`src/rtl/hazard_sequencer_if.sv`:
```
// Pipeline-side bundle for the hazard sequencer: hazard sources coming in from
// the ID/EX/DM stages and the stall/flush controls plus status going back out.
interface hazard_sequencer_if #(
   parameter int CNT_W = 16
);
   // hazard sources
   logic [4:0]       id_rs;
   logic [4:0]       id_rt;
   logic             id_uses_rt;
   logic [4:0]       ex_rd;
   logic             ex_mem_read;
   logic             branch_taken_ex;
   logic             dmem_req;
   logic             dmem_ready;
   // pipeline controls
   logic             pc_write;
   logic             if_id_write;
   logic             id_ex_bubble;
   logic             if_id_flush;
   logic             id_ex_flush;
   logic             ex_dm_flush;
   logic             pipe_hold;
   // status
   logic [1:0]       state;
   logic [CNT_W-1:0] stall_cycles;
   logic [CNT_W-1:0] flush_count;
   logic             mem_timeout_err;

   // pipeline side: supplies hazard sources, consumes controls
   modport master (
      output id_rs, id_rt, id_uses_rt, ex_rd, ex_mem_read,
             branch_taken_ex, dmem_req, dmem_ready,
      input  pc_write, if_id_write, id_ex_bubble, if_id_flush, id_ex_flush,
             ex_dm_flush, pipe_hold, state, stall_cycles, flush_count,
             mem_timeout_err
   );

   // sequencer side
   modport slave (
      input  id_rs, id_rt, id_uses_rt, ex_rd, ex_mem_read,
             branch_taken_ex, dmem_req, dmem_ready,
      output pc_write, if_id_write, id_ex_bubble, if_id_flush, id_ex_flush,
             ex_dm_flush, pipe_hold, state, stall_cycles, flush_count,
             mem_timeout_err
   );
endinterface

```
`src/rtl/hazard_sequencer.sv`:
```
// Central stall/flush controller for the five-stage pipeline: load-use stalls,
// branch-taken flush sequencing, whole-pipe freeze on data-memory wait with a
// timeout, and saturating stall/flush performance counters.
module hazard_sequencer #(
   parameter int CNT_W       = 16,
   parameter int MEM_TIMEOUT = 15
) (
   input logic                clk,
   input logic                reset,   // asynchronous, active low
   hazard_sequencer_if.slave  hz
);

   typedef enum logic [1:0] {
      ST_RUN      = 2'd0,
      ST_LU_STALL = 2'd1,
      ST_FLUSH    = 2'd2,
      ST_MEM_WAIT = 2'd3
   } state_t;

   localparam logic [7:0] TIMEOUT_VAL = 8'(MEM_TIMEOUT);

   state_t           state_reg, state_next;
   logic [7:0]       timer_reg, timer_next;
   logic [CNT_W-1:0] stall_cnt_reg;
   logic [CNT_W-1:0] flush_cnt_reg;
   logic             err_reg;

   logic             lu;
   logic             ms;
   logic             flush_take;
   logic             timeout_hit;

   logic             pc_write;
   logic             if_id_write;
   logic             id_ex_bubble;
   logic             flush_all;
   logic             pipe_hold;

   // register zero is never a real dependency, so it cannot cause a stall
   assign lu = hz.ex_mem_read && (hz.ex_rd != 5'd0) &&
               ((hz.ex_rd == hz.id_rs) || (hz.id_uses_rt && (hz.ex_rd == hz.id_rt)));
   assign ms = hz.dmem_req && !hz.dmem_ready;

   // state and wait-timer register
   always_ff @(posedge clk or negedge reset) begin
      if (!reset) begin
         state_reg <= ST_RUN;
         timer_reg <= 8'd0;
      end else begin
         state_reg <= state_next;
         timer_reg <= timer_next;
      end
   end

   // next-state: memory stall beats branch beats load-use
   always_comb begin
      state_next  = state_reg;
      timer_next  = timer_reg;
      flush_take  = 1'b0;
      timeout_hit = 1'b0;
      case (state_reg)
         ST_RUN, ST_LU_STALL: begin
            if (ms) begin
               state_next = ST_MEM_WAIT;
               timer_next = 8'd1;
            end else if (hz.branch_taken_ex) begin
               state_next = ST_FLUSH;
               flush_take = 1'b1;
            end else if (lu && (state_reg == ST_RUN)) begin
               state_next = ST_LU_STALL;
            end else begin
               state_next = ST_RUN;
            end
         end
         ST_FLUSH: begin
            // a branch here belongs to a squashed instruction
            if (ms) begin
               state_next = ST_MEM_WAIT;
               timer_next = 8'd1;
            end else begin
               state_next = ST_RUN;
            end
         end
         ST_MEM_WAIT: begin
            if (hz.dmem_ready) begin
               state_next = ST_RUN;
               timer_next = 8'd0;
            end else if (timer_reg >= TIMEOUT_VAL) begin
               state_next  = ST_RUN;
               timer_next  = 8'd0;
               timeout_hit = 1'b1;
            end else begin
               timer_next = timer_reg + 8'd1;
            end
         end
         default: begin
            state_next = ST_RUN;
            timer_next = 8'd0;
         end
      endcase
   end

   // Mealy controls; everything is held inactive (PC frozen) while in reset
   always_comb begin
      pc_write     = 1'b1;
      if_id_write  = 1'b1;
      id_ex_bubble = 1'b0;
      flush_all    = 1'b0;
      pipe_hold    = 1'b0;
      case (state_reg)
         ST_RUN, ST_LU_STALL: begin
            if (ms) begin
               pipe_hold   = 1'b1;
               pc_write    = 1'b0;
               if_id_write = 1'b0;
            end else if (hz.branch_taken_ex) begin
               flush_all = 1'b1;
            end else if (lu && (state_reg == ST_RUN)) begin
               pc_write     = 1'b0;
               if_id_write  = 1'b0;
               id_ex_bubble = 1'b1;
            end
         end
         ST_FLUSH: begin
            id_ex_bubble = 1'b1;
            if (ms) begin
               pipe_hold   = 1'b1;
               pc_write    = 1'b0;
               if_id_write = 1'b0;
            end
         end
         ST_MEM_WAIT: begin
            if (!hz.dmem_ready) begin
               pipe_hold   = 1'b1;
               pc_write    = 1'b0;
               if_id_write = 1'b0;
            end
         end
         default: ;
      endcase
      if (!reset) begin
         pc_write     = 1'b0;
         if_id_write  = 1'b0;
         id_ex_bubble = 1'b0;
         flush_all    = 1'b0;
         pipe_hold    = 1'b0;
      end
   end

   // saturating performance counters and sticky timeout flag
   always_ff @(posedge clk or negedge reset) begin
      if (!reset) begin
         stall_cnt_reg <= '0;
         flush_cnt_reg <= '0;
         err_reg       <= 1'b0;
      end else begin
         if (!pc_write && !(&stall_cnt_reg))
            stall_cnt_reg <= stall_cnt_reg + 1'b1;
         if (flush_take && !(&flush_cnt_reg))
            flush_cnt_reg <= flush_cnt_reg + 1'b1;
         if (timeout_hit)
            err_reg <= 1'b1;
      end
   end

   assign hz.pc_write        = pc_write;
   assign hz.if_id_write     = if_id_write;
   assign hz.id_ex_bubble    = id_ex_bubble;
   assign hz.if_id_flush     = flush_all;
   assign hz.id_ex_flush     = flush_all;
   assign hz.ex_dm_flush     = flush_all;
   assign hz.pipe_hold       = pipe_hold;
   assign hz.state           = state_reg;
   assign hz.stall_cycles    = stall_cnt_reg;
   assign hz.flush_count     = flush_cnt_reg;
   assign hz.mem_timeout_err = err_reg;

endmodule

```
`src/flat_wrapper.sv`:
```
// flat-port wrapper written by rule: the top's interface ports become plain ports
module hazard_sequencer_flat 
#(
   parameter int CNT_W       = 16,
   parameter int MEM_TIMEOUT = 15
)
  (clk, reset, hz_id_rs, hz_id_rt, hz_id_uses_rt, hz_ex_rd, hz_ex_mem_read, hz_branch_taken_ex, hz_dmem_req, hz_dmem_ready, hz_pc_write, hz_if_id_write, hz_id_ex_bubble, hz_if_id_flush, hz_id_ex_flush, hz_ex_dm_flush, hz_pipe_hold, hz_state, hz_stall_cycles, hz_flush_count, hz_mem_timeout_err);
  hazard_sequencer_if #(.CNT_W(CNT_W)) hz_i ();
  input logic clk;
  input logic reset;
  input wire logic [$bits(hz_i.id_rs)-1:0] hz_id_rs;
  input wire logic [$bits(hz_i.id_rt)-1:0] hz_id_rt;
  input wire logic [$bits(hz_i.id_uses_rt)-1:0] hz_id_uses_rt;
  input wire logic [$bits(hz_i.ex_rd)-1:0] hz_ex_rd;
  input wire logic [$bits(hz_i.ex_mem_read)-1:0] hz_ex_mem_read;
  input wire logic [$bits(hz_i.branch_taken_ex)-1:0] hz_branch_taken_ex;
  input wire logic [$bits(hz_i.dmem_req)-1:0] hz_dmem_req;
  input wire logic [$bits(hz_i.dmem_ready)-1:0] hz_dmem_ready;
  output wire logic [$bits(hz_i.pc_write)-1:0] hz_pc_write;
  output wire logic [$bits(hz_i.if_id_write)-1:0] hz_if_id_write;
  output wire logic [$bits(hz_i.id_ex_bubble)-1:0] hz_id_ex_bubble;
  output wire logic [$bits(hz_i.if_id_flush)-1:0] hz_if_id_flush;
  output wire logic [$bits(hz_i.id_ex_flush)-1:0] hz_id_ex_flush;
  output wire logic [$bits(hz_i.ex_dm_flush)-1:0] hz_ex_dm_flush;
  output wire logic [$bits(hz_i.pipe_hold)-1:0] hz_pipe_hold;
  output wire logic [$bits(hz_i.state)-1:0] hz_state;
  output wire logic [$bits(hz_i.stall_cycles)-1:0] hz_stall_cycles;
  output wire logic [$bits(hz_i.flush_count)-1:0] hz_flush_count;
  output wire logic [$bits(hz_i.mem_timeout_err)-1:0] hz_mem_timeout_err;
  assign hz_i.id_rs = hz_id_rs;
  assign hz_i.id_rt = hz_id_rt;
  assign hz_i.id_uses_rt = hz_id_uses_rt;
  assign hz_i.ex_rd = hz_ex_rd;
  assign hz_i.ex_mem_read = hz_ex_mem_read;
  assign hz_i.branch_taken_ex = hz_branch_taken_ex;
  assign hz_i.dmem_req = hz_dmem_req;
  assign hz_i.dmem_ready = hz_dmem_ready;
  assign hz_pc_write = hz_i.pc_write;
  assign hz_if_id_write = hz_i.if_id_write;
  assign hz_id_ex_bubble = hz_i.id_ex_bubble;
  assign hz_if_id_flush = hz_i.if_id_flush;
  assign hz_id_ex_flush = hz_i.id_ex_flush;
  assign hz_ex_dm_flush = hz_i.ex_dm_flush;
  assign hz_pipe_hold = hz_i.pipe_hold;
  assign hz_state = hz_i.state;
  assign hz_stall_cycles = hz_i.stall_cycles;
  assign hz_flush_count = hz_i.flush_count;
  assign hz_mem_timeout_err = hz_i.mem_timeout_err;
  hazard_sequencer #(.CNT_W(CNT_W), .MEM_TIMEOUT(MEM_TIMEOUT)) u_core (.clk(clk), .reset(reset), .hz(hz_i));
endmodule
```
`config.mk`:
```
export PLATFORM = sky130hd
export DESIGN_NAME = hazard_sequencer_flat
export DESIGN_NICKNAME = d
export VERILOG_FILES = /design/src/rtl/hazard_sequencer_if.sv /design/src/rtl/hazard_sequencer.sv /design/src/flat_wrapper.sv
export SDC_FILE = /design/constraint.sdc
export NUM_CORES = 1
export LEC_CHECK = 0
export CAP_MARGIN = 20
export CORE_MARGIN = 2
export CORE_UTILIZATION = 51
export DETAILED_ROUTE_END_ITERATION = 7
export GPL_TIMING_DRIVEN = 0
export PLACE_DENSITY = 0.92
export SYNTH_ARGS = -nofsm -noshare
export SYNTH_HDL_FRONTEND = slang
export SYNTH_SLANG_ARGS = --single-unit
```
`constraint.sdc`:
```
create_clock -name clk -period 3.2 [get_ports clk]
set_input_delay 0.64 -clock clk [delete_from_list [all_inputs] [get_ports clk]]
set_output_delay 0.64 -clock clk [all_outputs]
set_load 0.05 [all_outputs]
```
* Word-level counts from Yosys, hierarchy flattened
Index checks and enable logic that the tools add are counted.
** Word-level totals
- Register bits after elaboration :: 43
- Bits of input ports :: 22
** Operators by class
- Add/sub/neg operators :: 3
- Order comparisons :: 1
- Equality and inequality tests :: 7
- Multiplexer cells :: 34
- Reductions and logical operators :: 18
** Operators by type and width (count)
- adder 16 x 1 -> 16 bit (second input constant) :: 2
- AND reduction 16 bit :: 2
- 2-to-1 mux 8 bit :: 3
- 2-to-1 mux 1 bit :: 21
- one-hot mux 8 bit (2 select lines) :: 1
- == test 5 bit :: 2
- 2-to-1 mux 2 bit :: 5
- adder 8 x 1 -> 8 bit (second input constant) :: 1
- greater-or-equal comparator 8 x 4 -> 1 bit (second input constant) :: 1
- logical AND 1 bit :: 7
- one-hot mux 2 bit (3 select lines) :: 1
- nonzero test 5 bit :: 1
- == test 2 bit (second input constant) :: 2
- logical NOT 1 bit :: 4
- one-hot mux 1 bit (2 select lines) :: 2
- inequality test 3 x 2 -> 1 bit (second input constant) :: 1
- one-hot mux 1 bit (3 select lines) :: 1
- OR reduction 3 bit :: 1
- == test 2 x 1 -> 1 bit (second input constant) :: 1
- logical NOT 2 bit :: 1
- inequality test 2 x 1 -> 1 bit (second input constant) :: 1
- OR reduction 2 bit :: 1
- logical OR 1 bit :: 1

* Depth between registers and ports, before layout
- Depth after elaboration :: 12
- Mapped depth :: 7
- Mapped depth without buffers :: 7

* Least setup slack after synthesis
OpenSTA, ideal clock, no wires.
- Kind :: input-to-output
- From :: in hz_ex_rd[0]
- To :: out hz_pc_write
- Arrival :: 2.229 ns
- Data required time :: 2.560 ns
- Path slack :: 0.331 ns
- Stages :: 6
- Path through :: or4_1 -> o21ai_1 -> o21ai_2 -> buf_2 -> inv_1 -> buf_4
** On the way
- Longest elaborated chain between the ends :: 10
** RTL lines
- from (decl) :: line flat_wrapper.sv:14 : input wire logic [$bits(hz_i.ex_rd)-1:0] hz_ex_rd;
- == test 5 bit :: line hazard_sequencer.sv:41 : ((hz.ex_rd == hz.id_rs) || (hz.id_uses_rt && (hz.ex_rd == hz.id_rt)));
- logical AND 1 bit :: line hazard_sequencer.sv:41
- logical OR 1 bit :: line hazard_sequencer.sv:41
- logical AND 1 bit (*) :: line hazard_sequencer.sv:40 : assign lu = hz.ex_mem_read && (hz.ex_rd != 5'd0) &&
- logical AND 1 bit (*) :: line hazard_sequencer.sv:118 : end else if (lu && (state_reg == ST_RUN)) begin
- 2-to-1 mux 1 bit (*) (3 in series)
- one-hot mux 1 bit (3 select lines) (*)
- 2-to-1 mux 1 bit (*)
- to (decl) :: line flat_wrapper.sv:19 : output wire logic [$bits(hz_i.pc_write)-1:0] hz_pc_write;
Mark *: on every way between the ends. The rest lies on a longest branch, timed or not.

* Worst setup path after layout
- From :: in hz_ex_rd[4]
- To :: out hz_id_ex_bubble
** On the way
- Longest elaborated chain between the ends :: 10
** RTL lines
- == test 5 bit :: line hazard_sequencer.sv:41
- logical AND 1 bit :: line hazard_sequencer.sv:41
- logical OR 1 bit :: line hazard_sequencer.sv:41
- logical AND 1 bit (*) :: line hazard_sequencer.sv:40
- logical AND 1 bit (*) :: line hazard_sequencer.sv:118
- 2-to-1 mux 1 bit (*) :: line hazard_sequencer.sv:118
- 2-to-1 mux 1 bit (*) :: line hazard_sequencer.sv:116 : end else if (hz.branch_taken_ex) begin
- 2-to-1 mux 1 bit (*) :: line hazard_sequencer.sv:112 : if (ms) begin
- one-hot mux 1 bit (2 select lines) (*) :: line hazard_sequencer.sv:110 : case (state_reg)
- 2-to-1 mux 1 bit (*) :: line hazard_sequencer.sv:141 : if (!reset) begin
- to (decl) :: line flat_wrapper.sv:21 : output wire logic [$bits(hz_i.id_ex_bubble)-1:0] hz_id_ex_bubble;
Marked as above.

==> qor.txt <==
Hold slack final - 0.2625 ns
Layout cells sized above 1 - 10.69%
CP delay by family, top - buffers and inverters
Largest net degree at the start of global routing - 32
Die height - 70.33 um
Vias in the first global route - 1,835
CTS tree - done
Final Setup Violations - 0
H-tree depth - 2
First DRT Iteration DRCs - 74
Die width - 70.33 um
Worst-path clk slew - 0.08 ns
CTS root buffer - clkbuf_8
Yosys reg bits - 43
Vias - 1,867
Core area - 4294 um^2
Dpl cells - 332
CP Buf/Inv Count - 2
CP Max Fanout - 3
Initial Utilization - 52.24%
IO Count - 64
Fin Setup TNS - 0 ns
Cell Rows - 24
# DRC - 0
Gpl congestion - 0.8124
Gr ovfl total - 0
Initial antenna violation count - 0
Endpoints failing hold - 0
Fin. max-slew vios - 0
# clock sinks - 43
Seq/Total Area, Yosys - 47.96%
Final Cycle Share - 95.29%
Max Cap Viol - 0
Mapped Nets - 241
Nets - 314
CTS buffer count - 5
Rel. slew slack - 65.97%
First-pass GRT wire length - 8024 um
Synth Instances - 216
Most frequent cells in the layout - clkdlybuf4s50_1, dfrtp_1, xnor2_1, xor2_1, nand3_1
DRT Wirelength - 4610 um
HP Class - input port to async pin
Clk_skew - 0.003856 ns
Cells along the critical path - clkdlybuf4s50_1 -> xor2_1 -> nor4_1 -> a32oi_1 -> nor2_1 -> a21oi_1 -> nor2b_1 -> buf_2
Gr usage total - 20.29%
RSZ-0062 raised after global routing - false
Leak - 1.389 nW
Slowest-stage cell, CP - clkdlybuf4s50_1
WL/cell - 13.48 um
Synth warn - 0
Worst path max stage delay - 0.45 ns
ANT cells - 0
Status - completed
Post-synthesis cell type count - 45
Syn Area/Cell - 10.39 um^2
Fill cells - 335
Pre-antenna DRT Iters - 4
CP required - 2.56 ns
Max VDD drop - 0.0004698 V
Power Density - 612.5 nW/um^2
Setup WS post-layout - 0.1508 ns
Die area - 4946 um^2
IO buf count - 63
Post-route ant nets - 0
Post-Layout Cell Count - 342
Minimum clock period - 3.049 ns
DR vias/cell - 5.459
CP Launch Type - input port
CP Capture Type - output pin
Most common cell after layout, fill and taps aside - clkdlybuf4s50_1
Pre-CTS WS - -0.6166 ns
Fmax - 328.0 MHz
HPWL after DPL - 3661 um
Clk_lat worst skew - 0.29 ns
Max Buffers Root-to-Sink - 2
Mapped cell area - 2243 um^2
CP arrival - 2.41 ns
Area grow syn2layout - 35.97%
Kind of critical path - input port to output pin
Tightest Pin Transition - 0.5088 ns
[layer usage]
metal	track usage (%)	vias to the layer above	routed length [um]
met2	32.91	57	2265
met1	26.18	901	2001
met5	0	-	0
met3	5.483	7	266
li1	-	902	-
met4	7.051	0	76
[final timing paths]
kind / from / endpoint / slack (ns) / cells after the start
max: hz_ex_rd[4] / hz_id_ex_bubble / 0.15 / 8
min: reset / u_core.hz.flush_count[4] / 0.26 / 1
max reg2reg: u_core.hz.stall_cycles[0] / u_core.hz.stall_cycles[1] / 1.13 / 6
min reg2reg: u_core.hz.mem_timeout_err / u_core.hz.mem_timeout_err / 0.48 / 1
max in group asynchronous: reset / u_core.hz.flush_count[15] / 2.46 / 2
min in group clk: u_core.hz.mem_timeout_err / u_core.hz.mem_timeout_err / 0.48 / 1
[logic make-up after synthesis]
| kind of cell | share of synthesized area, % |
|---|---|
| AOI/OAI and AO/OA | 7.419 |
| xor gates and xnor gates | 13.27 |
| adders and majority gates | 1.673 |
| buffers and inverters | 2.732 |
| DFF | 47.96 |
| muxes | 2.398 |
| and+or+nand+nor | 24.54 |
[cells in the mapped netlist, drive strengths merged]
library cell,n,area share [%]
and2,6,1.7
nor2,15,2.5
a22o,1,0.39
a41oi,1,1.2
dfrtp,43,48
and3,11,3.3
nand3b,1,0.33
mux2i,2,0.89
ha,3,1.7
nor2b,6,1.7
and4,4,1.7
nor3,3,0.89
xor2,16,6.2
or2,5,1.4
or4,1,0.33
xnor2,18,7.0
a31oi,3,0.84
nand2b,1,0.28
buf,5,1.7
o2111ai,1,0.39
nand4b,2,0.78
a32oi,1,0.39
mux2,3,1.5
a211oi,1,0.33
o31ai,1,0.33
inv,6,1.0
o21ai,6,1.5
nand2,14,2.3
o21a,1,0.33
nand3,16,3.6
a21oi,6,1.3
a22oi,1,0.33
nor4,2,0.56
nor4b,1,0.39
nand4,8,2.5
nor3b,1,0.33
[cell type report]
type | count | area, um^2 | share of cell area [%]
plain buffers | 5 | 45.04 | 1.477
multi-input cells | 162 | 1106 | 36.26
inverters | 6 | 22.52 | 0.7383
flip-flops and latches | 43 | 1076 | 35.27
clock buffers | 6 | 72.57 | 2.379
well taps | 52 | 65.06 | 2.133
clock inverters | 2 | 12.51 | 0.4102
repair buffers | 66 | 650.6 | 21.33
[timing repair]
item / 4_1_cts / 5_1_grt
hold buffers: 0 / 0
buffers inserted: 1 / 1
pin swaps: 1 / 3
endpoints found under the hold margin: 0 / 0
endpoints found under the setup margin: 5 / 4
resized for setup: 15 / 5
[where the power goes]
part	leakage, nW	switching [W]	internal (W)
Clock	0.0412	0.000183	0.000153
Sequential	0.553	0.000125	0.000635
Combinational	0.795	0.000485	0.000287
[per-stage QoR]
stage	power (W)	util (%)	area (um^2)
3_5_place_dp	0.001548	68.79	2954
6_report	0.001868	71.04	3050
3_3_place_gp	0.001522	68.44	2939
2_1_floorplan	0.001256	-	2243
5_1_grt	0.001960	71.04	3050
4_1_cts	0.001878	70.80	3040
Note: power is estimated with default switching activity, not from simulation.
